File: src/rtl/c3lib_sync_filter_multi.sv
// c3lib_sync_filter_multi
// Purpose     : per-bit synchronizer with optional debounce, edge strobes and a glitch counter.
// Latency     : SYNC_STAGES edges when FILTER_DEPTH=0, SYNC_STAGES+FILTER_DEPTH edges otherwise.
// Backpressure: none; free-running, a new value is presented every clk cycle.
//
// Ports:
//   clk         destination-domain clock
//   rst_n       asynchronous active-low reset
//   data_in     WIDTH independent asynchronous inputs (quasi-static; not a bus)
//   glitch_clr  synchronous clear of glitch_cnt
//   data_out    synchronized (and debounced) value
//   rise_pls    one-cycle strobe when data_out[i] goes 0->1
//   fall_pls    one-cycle strobe when data_out[i] goes 1->0
//   filt_busy   channel i has a pending change not yet accepted by its filter
//   glitch_cnt  saturating count of cycles in which at least one change was rejected
//
// Channels are fully independent: two bits that change together at the input
// may appear at the output on different cycles.

module c3lib_sync_filter_multi #(
  parameter int               WIDTH        = 4,
  parameter int               SYNC_STAGES  = 2,
  parameter logic [WIDTH-1:0] RESET_VAL    = '0,
  parameter int               FILTER_DEPTH = 0,
  parameter int               GCNT_W       = 8
) (
  input  logic              clk,
  input  logic              rst_n,
  input  logic [WIDTH-1:0]  data_in,
  input  logic              glitch_clr,
  output logic [WIDTH-1:0]  data_out,
  output logic [WIDTH-1:0]  rise_pls,
  output logic [WIDTH-1:0]  fall_pls,
  output logic [WIDTH-1:0]  filt_busy,
  output logic [GCNT_W-1:0] glitch_cnt
);

  // ---------------------------------------------------------------------------
  // Parameter legality: refuse to elaborate outside the supported ranges.
  // ---------------------------------------------------------------------------
  if (WIDTH < 1) begin : g_bad_width
    $error("c3lib_sync_filter_multi: WIDTH must be >= 1");
  end
  if (SYNC_STAGES < 2 || SYNC_STAGES > 5) begin : g_bad_stages
    $error("c3lib_sync_filter_multi: SYNC_STAGES must be in 2..5");
  end
  if (FILTER_DEPTH < 0 || FILTER_DEPTH > 255) begin : g_bad_depth
    $error("c3lib_sync_filter_multi: FILTER_DEPTH must be in 0..255");
  end
  if (GCNT_W < 1) begin : g_bad_gcnt
    $error("c3lib_sync_filter_multi: GCNT_W must be >= 1");
  end

  // ---------------------------------------------------------------------------
  // Synchronizer chain. Stage 0 is the only flop that sees data_in directly and
  // may go metastable; later stages give it time to resolve.
  // ---------------------------------------------------------------------------
  logic [WIDTH-1:0] sync_q [SYNC_STAGES];
  logic [WIDTH-1:0] sync_s;

  always_ff @(posedge clk or negedge rst_n) begin
    if (!rst_n) begin
      for (int k = 0; k < SYNC_STAGES; k++) begin
        sync_q[k] <= RESET_VAL;
      end
    end else begin
      sync_q[0] <= data_in;
      for (int k = 1; k < SYNC_STAGES; k++) begin
        sync_q[k] <= sync_q[k-1];
      end
    end
  end

  assign sync_s = sync_q[SYNC_STAGES-1];

  // Per-channel "a pending change was abandoned this cycle" flags.
  logic [WIDTH-1:0] reject;

  // ---------------------------------------------------------------------------
  // Debounce filter (or straight bypass).
  // ---------------------------------------------------------------------------
  if (FILTER_DEPTH == 0) begin : g_bypass

    assign data_out  = sync_s;
    assign filt_busy = '0;
    assign reject    = '0;

  end else begin : g_filter

    // Counter only ever reaches FILTER_DEPTH-1 before acceptance, but it is
    // sized to hold FILTER_DEPTH so the compare constant always fits.
    localparam int               CNT_W    = $clog2(FILTER_DEPTH + 1);
    localparam logic [CNT_W-1:0] CNT_LAST = CNT_W'(FILTER_DEPTH - 1);

    logic [CNT_W-1:0] cnt_q [WIDTH];
    logic [WIDTH-1:0] out_q;

    // cnt_q[i] counts how many consecutive cycles the synchronized value has
    // disagreed with the accepted output. The new value is taken on the cycle
    // the disagreement has lasted FILTER_DEPTH cycles; any agreement before
    // that throws the pending change away.
    always_ff @(posedge clk or negedge rst_n) begin
      if (!rst_n) begin
        out_q <= RESET_VAL;
        for (int i = 0; i < WIDTH; i++) begin
          cnt_q[i] <= '0;
        end
      end else begin
        for (int i = 0; i < WIDTH; i++) begin
          if (sync_s[i] == out_q[i]) begin
            cnt_q[i] <= '0;
          end else if (cnt_q[i] == CNT_LAST) begin
            out_q[i] <= sync_s[i];
            cnt_q[i] <= '0;
          end else begin
            cnt_q[i] <= cnt_q[i] + 1'b1;
          end
        end
      end
    end

    // Both outputs derive from registered state only: no path from data_in.
    always_comb begin
      filt_busy = '0;
      reject    = '0;
      for (int i = 0; i < WIDTH; i++) begin
        filt_busy[i] = (cnt_q[i] != '0);
        // A pending change that collapses back to the accepted value is a glitch.
        reject[i]    = filt_busy[i] && (sync_s[i] == out_q[i]);
      end
    end

    assign data_out = out_q;

  end

  // ---------------------------------------------------------------------------
  // Edge strobes. The history flop resets to RESET_VAL as well, so reset
  // release never looks like an edge.
  // ---------------------------------------------------------------------------
  logic [WIDTH-1:0] data_out_q;

  always_ff @(posedge clk or negedge rst_n) begin
    if (!rst_n) begin
      data_out_q <= RESET_VAL;
    end else begin
      data_out_q <= data_out;
    end
  end

  assign rise_pls =  data_out & ~data_out_q;
  assign fall_pls = ~data_out &  data_out_q;

  // ---------------------------------------------------------------------------
  // Glitch counter: one increment per cycle no matter how many channels reject.
  // A clear that coincides with a reject keeps that reject, so it reads 1.
  // ---------------------------------------------------------------------------
  localparam logic [GCNT_W-1:0] GCNT_MAX = '1;

  logic glitch_inc;
  assign glitch_inc = |reject;

  always_ff @(posedge clk or negedge rst_n) begin
    if (!rst_n) begin
      glitch_cnt <= '0;
    end else if (glitch_clr) begin
      glitch_cnt <= GCNT_W'(glitch_inc);
    end else if (glitch_inc && (glitch_cnt != GCNT_MAX)) begin
      glitch_cnt <= glitch_cnt + 1'b1;
    end
  end

endmodule

File: config.mk
export PLATFORM = sky130hd
export DESIGN_NAME = c3lib_sync_filter_multi
export DESIGN_NICKNAME = d
export VERILOG_FILES = /design/src/rtl/c3lib_sync_filter_multi.sv
export SDC_FILE = /design/constraint.sdc
export NUM_CORES = 1
export LEC_CHECK = 0
export BUFFER_PORTS_ARGS = -buffer_cell sky130_fd_sc_hd__buf_2
export CELL_PAD_IN_SITES_DETAIL_PLACEMENT = 1
export CELL_PAD_IN_SITES_GLOBAL_PLACEMENT = 1
export CORE_MARGIN = 8
export CORE_UTILIZATION = 26
export CTS_BUF_LIST = sky130_fd_sc_hd__clkbuf_16
export CTS_CLUSTER_DIAMETER = 50
export DETAILED_ROUTE_END_ITERATION = 6
export MAX_ROUTING_LAYER = met4
export PLACE_DENSITY = 0.71
export SLEW_MARGIN = 20
export SYNTH_ARGS = -nofsm -noshare
export SYNTH_HDL_FRONTEND = slang
export SYNTH_SLANG_ARGS = --single-unit
export TNS_END_PERCENT = 100
File: constraint.sdc
create_clock -name clk -period 0.8 [get_ports clk]
set_input_delay 0.04 -clock clk [delete_from_list [all_inputs] [get_ports clk]]
set_output_delay 0.04 -clock clk [all_outputs]
set_load 0.03 [all_outputs]
==> out/qor.csv <==
metric,value,unit
status,finished with violations,
failing checks,negative setup slack,
synth unique cells,4,
biggest area consumer among synthesized cells,dfrtp_1,
drt initial violations,6,
final worst slack,-219.2,ps
Layout area overhead,55.70,%
number of CTS-inserted buffers,3,
RSZ-0062 raised after global routing,true,
Final Setup Violations,12,
worst r2r path cells,2,
main combinational cell family by area after synthesis,buffers and inverters,
Leakage,0.3931,nW
Synth Area in Simple Gates,14.18,%
clk sinks,12,
grt total ovfl,0,
setup TNS,-1963,ps
dpl ws,-8.183,ps
Die W,59.60,um
Final Instance Area,769.5,sq um
routed len/inst,11.40,um
IO Count,31,
CTS H-tree lvls,1,
share of the synthesized area in the top cell type,60.76,%
Worst Hold Class,input port to async pin,
die span in y,59.60,um
CP Launch Type,flop,
post-synthesis mux area share,0,%
"Seq/Total Area, Yosys",60.76,%
Max Clk Rate,0.9811,GHz
Antenna Violating Nets Remaining,0,
pin count of the biggest net entering global routing,13,
CP Class,flop to output port,
Tot GR Track Use,5.901,%
Synth Area in XOR/XNOR,0,%
Synth Area in Adders,0,%
Worst R2R Start,data_out[3],
CTS tree,yes,
layout cells sized above 1,53.23,%
Rows,15,
first-pass GRT wire length,1462,um
Fin. Hold Viols,0,
post-layout utilization of the core,43.62,%
final net count,71,
clock tree buffer depth,2,
Compound-Gate Fraction of Synth Area,0,%
Worst Path Arrival,980,ps
Vias,295,
crit share post-route,127.4,%
"top cells by area, synth","dfrtp_1 61%, buf_4 24%, and2b_2 14%, conb_1 0.76%",
Yosys warnings,0,
CTS Root Cell,clkbuf_16,
reg2reg end,data_out_q[3],
Core Area,0.001764,sq mm
Slew Limit Fails,0,
vias in the first global route,333,
die area,0.003552,sq mm
Yosys reg bits,12,
post-synthesis cell area,494.2,sq um
length of the first detailed-routing pass in iterations,2,
final wirelength,992,um
detailed-placement wirelength estimate,712.8,um
min cycle time layout,1019,ps
Post-Synthesis Cells,37,
number of I/O port buffers,17,
Fillers,205,
initial antenna violation count,0,
worst-skew pair later-pin latency,230,ps
critical path peak fanout,4,
Max Cap Viol,0,
DRC Markers,0,
Reg2Reg Setup Slack,50,ps
clk_skew,0.2554,ps
Vias/cell,3.391,
Worst IR Drop VDD,821.2,uV
power density over the cells,2369,mW/mm^2
Starting Density,28.01,%
Diodes inserted,0,
"Data required, critical path",760,ps
GPL Wtd Cong,0.6362,
Mapped Avg Cell Area,13.36,sq um
Placed Instance Area,546.8,sq um
clk slew on worst S/H paths,40,ps
kind of end point of the critical path,output port,
[cells in the final DEF (no fill, tap or decap), drive strengths merged]
master	instances
and2b	8
buf	21
clkbuf	4
conb	12
dfrtp	12
dlygate4sd3	5
[how the worst max path moves through the flow]
stage                startpoint     endpoint  slack [ps]  cells after the start
floorplan           data_out[0]  fall_pls[0]          90                      1
global placement    data_out[3]  fall_pls[3]           2                      2
detailed placement  data_out[1]  fall_pls[1]          -8                      2
CTS                 data_out[1]  fall_pls[1]        -210                      2
global route        data_out[0]  rise_pls[0]        -250                      2
finish              data_out[3]  fall_pls[3]        -220                      2
[synthesized netlist by cell type]
cell type  number
and2b_2         8
buf_4          16
conb_1          1
dfrtp_1        12
[power by group]
part	leakage (nW)	internal, mW	switching (mW)	total, mW
Clock	0.0370	0.647	0.219	0.866
Sequential	0.140	0.641	0.0154	0.656
Combinational	0.216	0.115	0.185	0.301
[kinds of logic after synthesis]
family | count (synthesis)
buffers and inverters | 16
flip-flops | 12
AND/OR/NAND/NOR | 8
other | 1
[sequential cells by signal, summed over array words and instances (netlist names)]
signal      flops
data_out_q      4
data_out        4
sync_q          4
[metal layers]
layer	GRT usage, %	share of wire (%)	vias to the layer above	wire (um)
li1	-	-	134	-
met1	5.507	38	141	373
met5	-	0	-	0
met4	3.061	0	0	0
met3	3.688	9.7	0	96
met2	9.245	53	20	521
[metrics by stage]
stage	total power, mW	instances	hold slack, ps
floorplan	0.8830	48	-255.6
global placement	0.8837	76	-78.76
detailed placement	0.8892	76	-73.71
CTS	1.843	86	221.8
global route	1.905	87	254.8
finish	1.823	87	217.1
[worst max-delay path, stage by stage, from the launching register on]
cell     delay [ps]
dfrtp_1         390
and2b_2         230
buf_6           130
[final cells by class]
cell class	count	area, sq um	share of cell area (%)
flip-flops and latches	12	300.3	39.02
repair buffers	27	247.7	32.20
multi-input cells	20	115.1	14.96
clock buffers	3	75.07	9.756
well taps	25	31.28	4.065
[what timing repair did]
action                                  CTS  global route
hold buffers                              5             0
gates resized for setup                  22             2
hold endpoints to repair                 16             0
buffers inserted                          2             1
endpoints found under the setup margin   12            12
(Power assumes the default switching activity.)
